[src/rtl/column_drain_collector.sv]
// column_drain_collector: accumulates a programmable number of column partial
// sums per output pixel with signed saturation, buffers the finished results
// in a first-word-fall-through FIFO and drains them over valid/ready.
module column_drain_collector #(
  parameter int F_WIDTH        = 8,
  parameter int I_WIDTH        = 8,
  parameter int FIFO_DEPTH     = 8,
  parameter int PASS_CNT_WIDTH = 4,
  parameter int OUT_CNT_WIDTH  = 8
) (
  input  logic                              clk_i,
  input  logic                              rst_n_i,
  input  logic                              start_i,
  input  logic [PASS_CNT_WIDTH-1:0]         num_pass_i,
  input  logic [OUT_CNT_WIDTH-1:0]          num_out_i,
  input  logic signed [I_WIDTH+F_WIDTH-1:0] node_data_i,
  input  logic                              node_c_i,
  input  logic                              node_valid_i,
  output logic                              stall_o,
  output logic signed [I_WIDTH+F_WIDTH-1:0] out_data_o,
  output logic                              out_valid_o,
  input  logic                              out_ready_i,
  output logic                              busy_o,
  output logic                              done_o,
  output logic                              sat_o,
  output logic                              carry_o
);

  localparam int W  = I_WIDTH + F_WIDTH;
  localparam int AW = $clog2(FIFO_DEPTH);
  localparam logic [AW:0] FULL_CNT = (AW+1)'(FIFO_DEPTH);

  typedef enum logic {IDLE, ACCUM} state_t;

  state_t                     state;
  logic [PASS_CNT_WIDTH-1:0]  pass_total;
  logic [PASS_CNT_WIDTH-1:0]  pass_cnt;
  logic [OUT_CNT_WIDTH-1:0]   out_total;
  logic [OUT_CNT_WIDTH-1:0]   out_cnt;
  logic signed [W-1:0]        acc;

  logic [W-1:0]               mem [FIFO_DEPTH];
  logic [AW-1:0]              wr_ptr;
  logic [AW-1:0]              rd_ptr;
  logic [AW:0]                count;

  logic                       full;
  logic                       empty;
  logic                       accept;
  logic                       last_pass;
  logic                       last_out;
  logic                       push;
  logic                       pop;
  logic signed [W:0]          sum_wide;
  logic                       sat_hit;
  logic signed [W-1:0]        sat_sum;

  // Handshake decode and the one-bit-wider saturating add
  always_comb begin
    full      = (count == FULL_CNT);
    empty     = (count == '0);
    accept    = (state == ACCUM) && node_valid_i && !full;
    last_pass = (pass_cnt == pass_total - PASS_CNT_WIDTH'(1));
    last_out  = (out_cnt == out_total - OUT_CNT_WIDTH'(1));
    push      = accept && last_pass;
    pop       = !empty && out_ready_i;
    sum_wide  = {acc[W-1], acc} + {node_data_i[W-1], node_data_i};
    // The extra top bit disagrees with the sign bit only on overflow
    sat_hit   = sum_wide[W] ^ sum_wide[W-1];
    if (!sat_hit) begin
      sat_sum = sum_wide[W-1:0];
    end else if (sum_wide[W]) begin
      sat_sum = {1'b1, {(W-1){1'b0}}};
    end else begin
      sat_sum = {1'b0, {(W-1){1'b1}}};
    end
  end

  assign stall_o     = full;
  assign out_valid_o = !empty;
  assign out_data_o  = empty ? '0 : mem[rd_ptr];
  assign busy_o      = (state == ACCUM);

  // Group sequencing: pass/result counters, accumulator and sticky flags
  always_ff @(posedge clk_i or negedge rst_n_i) begin
    if (!rst_n_i) begin
      state      <= IDLE;
      pass_total <= '0;
      pass_cnt   <= '0;
      out_total  <= '0;
      out_cnt    <= '0;
      acc        <= '0;
      done_o     <= 1'b0;
      sat_o      <= 1'b0;
      carry_o    <= 1'b0;
    end else begin
      done_o <= 1'b0;
      case (state)
        IDLE: begin
          if (start_i) begin
            // A zero count would never complete, so it means one
            pass_total <= (num_pass_i == '0) ? PASS_CNT_WIDTH'(1) : num_pass_i;
            out_total  <= (num_out_i == '0) ? OUT_CNT_WIDTH'(1) : num_out_i;
            pass_cnt   <= '0;
            out_cnt    <= '0;
            acc        <= '0;
            sat_o      <= 1'b0;
            carry_o    <= 1'b0;
            state      <= ACCUM;
          end
        end
        ACCUM: begin
          if (accept) begin
            if (sat_hit) sat_o <= 1'b1;
            if (node_c_i) carry_o <= 1'b1;
            if (last_pass) begin
              acc      <= '0;
              pass_cnt <= '0;
              out_cnt  <= out_cnt + OUT_CNT_WIDTH'(1);
              if (last_out) begin
                state  <= IDLE;
                done_o <= 1'b1;
              end
            end else begin
              acc      <= sat_sum;
              pass_cnt <= pass_cnt + PASS_CNT_WIDTH'(1);
            end
          end
        end
        default: state <= IDLE;
      endcase
    end
  end

  // FIFO pointers and occupancy; power-of-two depth lets pointers wrap naturally
  always_ff @(posedge clk_i or negedge rst_n_i) begin
    if (!rst_n_i) begin
      wr_ptr <= '0;
      rd_ptr <= '0;
      count  <= '0;
    end else begin
      if (push) wr_ptr <= wr_ptr + AW'(1);
      if (pop)  rd_ptr <= rd_ptr + AW'(1);
      case ({push, pop})
        2'b10:   count <= count + (AW+1)'(1);
        2'b01:   count <= count - (AW+1)'(1);
        default: count <= count;
      endcase
    end
  end

  // Result storage; contents need no reset because the output is gated by empty
  always_ff @(posedge clk_i) begin
    if (push) mem[wr_ptr] <= sat_sum;
  end

endmodule

[config.mk]
export PLATFORM = sky130hd
export DESIGN_NAME = column_drain_collector
export DESIGN_NICKNAME = d
export VERILOG_FILES = /design/src/rtl/column_drain_collector.sv
export SDC_FILE = /design/constraint.sdc
export NUM_CORES = 1
export LEC_CHECK = 0
export BUFFER_PORTS_ARGS = -buffer_cell sky130_fd_sc_hd__buf_2
export CAP_MARGIN = 20
export CELL_PAD_IN_SITES_DETAIL_PLACEMENT = 0
export CELL_PAD_IN_SITES_GLOBAL_PLACEMENT = 1
export CORE_UTILIZATION = 26
export DETAILED_ROUTE_END_ITERATION = 8
export HOLD_SLACK_MARGIN = 0.03
export PLACE_DENSITY_LB_ADDON = 0.1
export SETUP_SLACK_MARGIN = 0.1
export SYNTH_ARGS = -nofsm -noshare
export SYNTH_HDL_FRONTEND = slang
export SYNTH_SLANG_ARGS = --single-unit
[constraint.sdc]
create_clock -name clk_i -period 3.45 [get_ports clk_i]
set_clock_uncertainty 0.15 [all_clocks]
set_input_delay 0.345 -clock clk_i [delete_from_list [all_inputs] [get_ports clk_i]]
set_output_delay 0.345 -clock clk_i [all_outputs]
set_load 0.1 [all_outputs]
==> out/results.txt, run 1 <==
Critical path class: reg -> reg
Ys flop type: edfxtp_1
Avg WL per Cell: 18.22 microns
Gpl congestion: 0.7424
Startpoint types: register
Tcrit/Tclk final: 0.9545
Io pins: 56
CTS clk-pin slew, worst paths: 0.07 ns
GRT Util Overall: 0.1349
Layout net count: 771
Die height: 183.2 microns
Vias in the first global route: 5746
Starting Density: 0.2671
Worst rel slew slack: 0.3584
Final Slew Violations: 0
Critical Path AT: 3.20 ns
Clk root buf: clkbuf_16
Die X-Extent: 183.2 microns
Setup TNS: 0 ns
Clock Sinks: 182
Max-cap violations: 0
Cell-by-cell trace of the critical path: ha_1 -> a211oi_1 -> nor3_1 -> a2111oi_2 -> nand3_2 -> buf_4 -> nand2_1 -> o21ai_0
Largest net degree at the start of global routing: 40
Syn Inst Count: 618
Initial antenna violation count: 1
Rows: 65
Area of the multi-input gates: 3204 sq um
Slowest stage cell, crit path: dfrtp_1
Setup crit end kind: register
Setup violations, final: 0
Synth cell types: 60
Post-CTS setup buffer count: 0
Syn nets: 678
Hold Worst Slack: 0.06254 ns
Register area share after synthesis: 0.6086
Fin crit period: 3.293 ns
PortBufs: 55
Synthesized cell area: 8536 sq um
Yosys warnings: 0
Share of cells above drive strength 1: 0.2390
DR iter-0 viols: 324
RSZ-0062 raised after global routing: true
First-pass GRT wire length: 33.64 mm
Slew @ Worst Pin: 0.9624 ns
Longest Clk Path Bufs: 2
Critical path peak fanout: 10
TritonCTS clock tree: built
First-pass DRT Iterations: 4
# fillers: 3183
Synthesized flop and latch total: 182
Vias per inst: 4.609
Reg area: 5197 sq um
Fmax: 303.7 MHz
Final Hold Vio Count: 0
Vias: 5347
Status: finished clean
Worst-skew pair later-pin latency: 0.43 ns
Average cell area after synthesis: 13.81 sq um
Design Area, Final: 10270 sq um
CTS Buf Count: 17
Detail Route Antenna Nets: 0
Fraction of registers with async set/reset: 0.2967
Grt ovf: 0
HPWL after detailed placement: 14.55 mm
Area of the die: 33560 sq um
Hold Path Class: in -> reg
Area Growth Syn to Fin: 20.27%
Core Box Area: 31960 sq um
H-tree depth: 4
Remaining DRCs: 0
CP Data Required Time: 3.35 ns
Post-synth EDFFs: 128
Dpl cell area: 9520 sq um
Max incr delay on CP: 0.43 ns
Wirelength, routed: 21.13 mm
## cell usage after synthesis, types with 6 or more instances
library cell	n	share of area
clkbuf_1	19	0.0084
nand2b_1	11	0.0081
nor2_1	42	0.018
mux4_2	32	0.084
nand4_1	6	0.0044
ha_1	25	0.037
o311ai_0	9	0.0092
edfxtp_1	128	0.45
nor2b_1	8	0.0059
nand3_1	7	0.0041
nor3_1	10	0.0059
nand2_1	65	0.029
o21ai_0	32	0.019
a21oi_1	21	0.012
dfrtp_1	54	0.16
xnor2_1	20	0.021
inv_1	15	0.0066
xor2_1	19	0.019
mux2i_1	17	0.020
a22o_1	8	0.0082
## final timing paths
check | startpoint | end | slack, ns | cells past startpoint
worst max-delay path | acc[12]$_DFFE_PN0P_ | mem[6][6]$_DFFE_PP_ | 0.16 | 8
max in group asynchronous | rst_n_i | acc[9]$_DFFE_PN0P_ | 1.89 | 3
worst min-delay path | num_pass_i[0] | pass_total[0]$_DFFE_PN0P_ | 0.06 | 3
min in group asynchronous | rst_n_i | count[2]$_DFFE_PN0P_ | 0.46 | 2
worst max register to register | acc[12]$_DFFE_PN0P_ | mem[6][6]$_DFFE_PP_ | 0.16 | 8
worst min register to register | pass_cnt[3]$_DFFE_PN0P_ | pass_cnt[3]$_DFFE_PN0P_ | 0.34 | 1
## per-layer routing
layer | share of wire | vias to the layer above | global-route usage
met1 | 0.48 | 2702 | 0.1803
li1 | - | 2535 | -
met2 | 0.48 | 91 | 0.2217
met5 | 0.00062 | - | 0
met3 | 0.030 | 17 | 0.02621
met4 | 0.010 | 2 | 0.03833
## flip-flops by register name (all words and copies together) (netlist names), 3 cells and up
signal,cells
mem,128
wr_ptr,3
acc,16
rd_ptr,3
count,4
pass_cnt,4
out_total,8
pass_total,4
out_cnt,8
## placed cells by master, fill, tap and decap left out, types with 3 or more instances in the layout
cell / netlist / layout
mux2_2: 4 / 4
o21ai_0: 32 / 27
buf_2: 4 / 55
dlygate4sd3_1: 0 / 14
xor2_1: 19 / 19
nand2_1: 65 / 65
inv_8: 0 / 4
nor3_1: 10 / 8
ha_1: 25 / 25
dfrtp_1: 54 / 52
and3_1: 3 / 3
a21oi_1: 21 / 21
a22o_1: 8 / 8
nand2b_1: 11 / 11
mux4_2: 32 / 32
clkbuf_16: 0 / 17
edfxtp_1: 128 / 128
nor2_1: 42 / 41
inv_1: 15 / 15
o311ai_0: 9 / 9
nor2b_1: 8 / 8
o21ai_1: 1 / 5
a211oi_1: 5 / 5
clkinvlp_4: 0 / 3
xnor2_1: 20 / 20
maj3_2: 5 / 5
buf_4: 0 / 28
nand3_1: 7 / 7
a21o_1: 5 / 5
o211ai_1: 3 / 3
mux2i_1: 17 / 17
nand4_1: 6 / 6
and2_1: 3 / 3
nor3_2: 1 / 3
o31ai_1: 3 / 3
## critical path, delay by kind of cell (launching register included)
kind | cells | cell delay [ns]
AOI/OAI and AO/OA | 3 | 1.13
and+or+nand+nor | 3 | 0.65
DFF | 1 | 0.43
adders and majority gates | 1 | 0.34
buffers and inverters | 1 | 0.22
## kinds of logic (layout without fill, tap and decap cells)
| family | count (synthesis) | after routing | synth area share |
|---|---|---|---|
| flops | 182 | 182 | 0.6086 |
| simple gates | 165 | 165 | 0.09015 |
| compound gates | 107 | 107 | 0.08649 |
| mux | 53 | 53 | 0.1096 |
| buf+inv | 41 | 147 | 0.01949 |
| xor+xnor | 39 | 39 | 0.04002 |
| fa+ha+maj | 31 | 31 | 0.04559 |
| other cells | 0 | 1 | 0 |
## per-stage QoR
stage                     worst slack, ns    util  std cells
after floorplan                    0.3057       -        618
after global placement            -0.2731  0.2979       1113
after detailed placement          -0.3207  0.2979       1113
after CTS                          0.1428  0.3208       1159
after global routing            -0.003394  0.3211       1159
final                              0.1569  0.3212       1160
## layout make-up
cell class,count,share of cell area
multi-input cells,395,0.3121
flip-flops and latches,182,0.5063
clock buffers,17,0.04144
well taps,435,0.05302
diodes,1,0.0002438
clock inverters,15,0.01621
inverters,16,0.005850
repair buffers,99,0.06484
## what timing repair did
item	4_1_cts	5_1_grt
endpoints found under the setup margin	88	80
gates resized for setup	1	7
hold endpoints to repair	51	0
gates cloned	0	0
hold buffers	14	0
Power of run 1 is not shown: default switching activity piles up to over one toggle a cycle in this logic, so the estimate is an artifact.
==> run 2: changes to the inputs <==
--- a/config.mk
+++ b/config.mk
@@ -7,9 +7,8 @@
 export LEC_CHECK = 0
 export BUFFER_PORTS_ARGS = -buffer_cell sky130_fd_sc_hd__buf_2
 export CAP_MARGIN = 20
-export CELL_PAD_IN_SITES_DETAIL_PLACEMENT = 0
-export CELL_PAD_IN_SITES_GLOBAL_PLACEMENT = 1
 export CORE_UTILIZATION = 26
+export CTS_BUF_LIST = sky130_fd_sc_hd__clkbuf_8
 export DETAILED_ROUTE_END_ITERATION = 8
 export HOLD_SLACK_MARGIN = 0.03
 export PLACE_DENSITY_LB_ADDON = 0.1
==> constraint.sdc (replaced) <==
create_clock -name clk_i -period 3.53 [get_ports clk_i]
set_clock_uncertainty 0.15 [all_clocks]
set_input_delay 0.353 -clock clk_i [delete_from_list [all_inputs] [get_ports clk_i]]
set_output_delay 0.353 -clock clk_i [all_outputs]
set_load 0.1 [all_outputs]
==> run 2 against run 1 <==
Die area is the same. Final cell count is 0.34% lower. Critical endpoint is now mem[6][13]$_DFFE_PP_. Core utilization shrank 0.61 points. Via count down 0.58%. Cell area is 1.9% lower. Critical path type unchanged. Setup slack improved by 0.27 ns. Hold slack gained 0.17 ns.
==> out/results.txt, run 2 (synthesis results as in run 1) <==
H-tree depth: 4 (unchanged)
Worst-skew pair later-pin latency: 0.47 ns (was 0.43 ns)
Final Hold Vio Count: 0 (unchanged)
Tcrit/Tclk final: 0.8792 (was 0.9545)
CP Data Required Time: 3.56 ns (was 3.35 ns)
Largest register by flop count: mem (unchanged)
Detail Route Antenna Nets: 0 (unchanged)
Area of the die: 33560 sq um (unchanged)
Slowest stage cell, crit path: o21ai_1 (was dfrtp_1)
Setup crit end kind: register (unchanged)
Fin crit period: 3.104 ns (was 3.293 ns)
Starting Density: 0.2671 (unchanged)
Vias per inst: 4.599 (was 4.609)
Wirelength, routed: 20.39 mm (was 21.13 mm)
Max-cap violations: 0 (unchanged)
Die height: 183.2 microns (unchanged)
DR iter-0 viols: 344 (was 324)
Diodes inserted: 0 (was 1)
Slew @ Worst Pin: 0.8284 ns (was 0.9624 ns)
Status: finished clean (unchanged)
Remaining DRCs: 0 (unchanged)
Area Growth Syn to Fin: 18.00% (was 20.27%)
Commonest non-fill, non-tap cells in the layout: edfxtp_1, nand2_1, buf_2 (unchanged)
Die X-Extent: 183.2 microns (unchanged)
Vias in the first global route: 5425 (was 5746)
Hold Worst Slack: 0.2333 ns (was 0.06254 ns)
Initial antenna violation count: 0 (was 1)
Commonest non-fill, non-tap cell in the layout: edfxtp_1 (unchanged)
Number of flip-flops under the largest register name: 128 (unchanged)
Longest Clk Path Bufs: 2 (unchanged)
Layout net count: 768 (was 771)
Critical path class: reg -> reg (unchanged)
Largest net degree at the start of global routing: 36 (was 40)
Core Box Area: 31960 sq um (unchanged)
Gpl congestion: 0.8325 (was 0.7424)
Max incr delay on CP: 0.47 ns (was 0.43 ns)
CTS clk-pin slew, worst paths: 0.10 ns (was 0.07 ns)
Grt ovf: 0 (unchanged)
Startpoint types: register (unchanged)
CTS Buf Count: 17 (unchanged)
Clock Sinks: 182 (unchanged)
Post-CTS setup buffer count: 0 (unchanged)
HPWL after detailed placement: 14.03 mm (was 14.55 mm)
Setup violations, final: 0 (unchanged)
First-pass GRT wire length: 32.04 mm (was 33.64 mm)
Clk root buf: clkbuf_8 (was clkbuf_16)
Hold Path Class: in -> reg (unchanged)
R2r setup slk: 0.43 ns (was 0.16 ns)
GRT Util Overall: 0.1277 (was 0.1349)
PortBufs: 55 (unchanged)
Share of cells above drive strength 1: 0.2288 (was 0.2390)
Vias: 5316 (was 5347)
First-pass DRT Iterations: 4 (unchanged)
Worst rel slew slack: 0.4478 (was 0.3584)
Rows: 65 (unchanged)
Cell-by-cell trace of the critical path: ha_1 -> inv_1 -> fa_1 -> nand2b_1 -> a21oi_1 -> o21a_1 -> o31a_1 -> nor2_1 -> buf_4 -> o21ai_1 (was ha_1 -> a211oi_1 -> nor3_1 -> a2111oi_2 -> nand3_2 -> buf_4 -> nand2_1 -> o21ai_0)
RSZ-0062 raised after global routing: false (was true)
Final Slew Violations: 0 (unchanged)
Fmax: 322.2 MHz (was 303.7 MHz)
Io pins: 56 (unchanged)
Critical path peak fanout: 8 (was 10)
Regs by FF count: mem (128), acc (16) (unchanged)
TritonCTS clock tree: built (unchanged)
Critical Path AT: 3.13 ns (was 3.20 ns)
Setup TNS: 0 ns (unchanged)
Avg WL per Cell: 17.64 microns (was 18.22 microns)
## run 2: cell count changes in the layout (fill, tap and decap cells not counted), moves of 2 or more
| cell | change |
|---|---|
| clkbuf_8 | +18 |
| o21ai_0 | -5 |
| clkinv_2 | -2 |
| buf_4 | -4 |
| o21ai_1 | +6 |
| clkbuf_16 | -17 |
| inv_6 | +2 |
| clkinvlp_4 | -3 |
## run 2: final cells by class
cell class	instances	area (sq um)
Fill cell	3215	21890
Sequential cell	182	5196
Multi-Input combinational cell	395	3193
Timing Repair Buffer	96	645.6
Tap cell	435	544.3
Clock buffer	18	247.7
Clock inverter	14	185.2
Inverter	16	60.06
## run 2: per-layer routing
metal	routed length (microns)	track usage	part of all wire	vias to the layer above
met1	9781	0.1779	0.48	2670
met3	802	0.02482	0.039	15
met4	199	0.03233	0.0098	0
li1	-	-	-	2521
met5	0	0	0	-
met2	9606	0.2032	0.47	110
## run 2: critical path, delay by kind of cell (launching register included)
family / cells / cell delay [ns]
AO/OA/AOI/OAI: 4 / 1.21
adder cells (fa/ha/maj): 2 / 0.59
buffers and inverters: 2 / 0.24
flip-flops: 1 / 0.37
AND/OR/NAND/NOR: 2 / 0.28
## run 2: worst paths after layout
kind | depth (start not counted) | startpoint | to
setup / recovery | 10 | acc[0]$_DFFE_PN0P_ | mem[6][13]$_DFFE_PP_
hold / removal | 3 | out_ready_i | rd_ptr[0]$_DFFE_PN0P_
setup reg to reg | 10 | acc[0]$_DFFE_PN0P_ | mem[6][13]$_DFFE_PP_
hold reg to reg | 1 | pass_cnt[3]$_DFFE_PN0P_ | pass_cnt[3]$_DFFE_PN0P_
max in group asynchronous | 3 | rst_n_i | acc[3]$_DFFE_PN0P_
min in group asynchronous | 2 | rst_n_i | count[2]$_DFFE_PN0P_
## run 2: metrics by stage
step                setup WS [ns]  cells  utilization  instance area, sq um
CTS                        0.1466   1156       0.3151                 10070
finish                     0.4264   1156       0.3151                 10070
global placement           0.2735   1109       0.2969                  9489
floorplan                 0.05594    618            -                  8546
global route               0.1722   1156       0.3151                 10070
detailed placement         0.1126   1109       0.2969                  9489
## run 2: repair_timing
action | 4_1_cts | 5_1_grt
gates resized for setup | 0 | 10
endpoints found under the setup margin | 0 | 80
hold buffers | 15 | 0
hold endpoints to repair | 48 | 0
Power of run 2 is left out for the same reason.
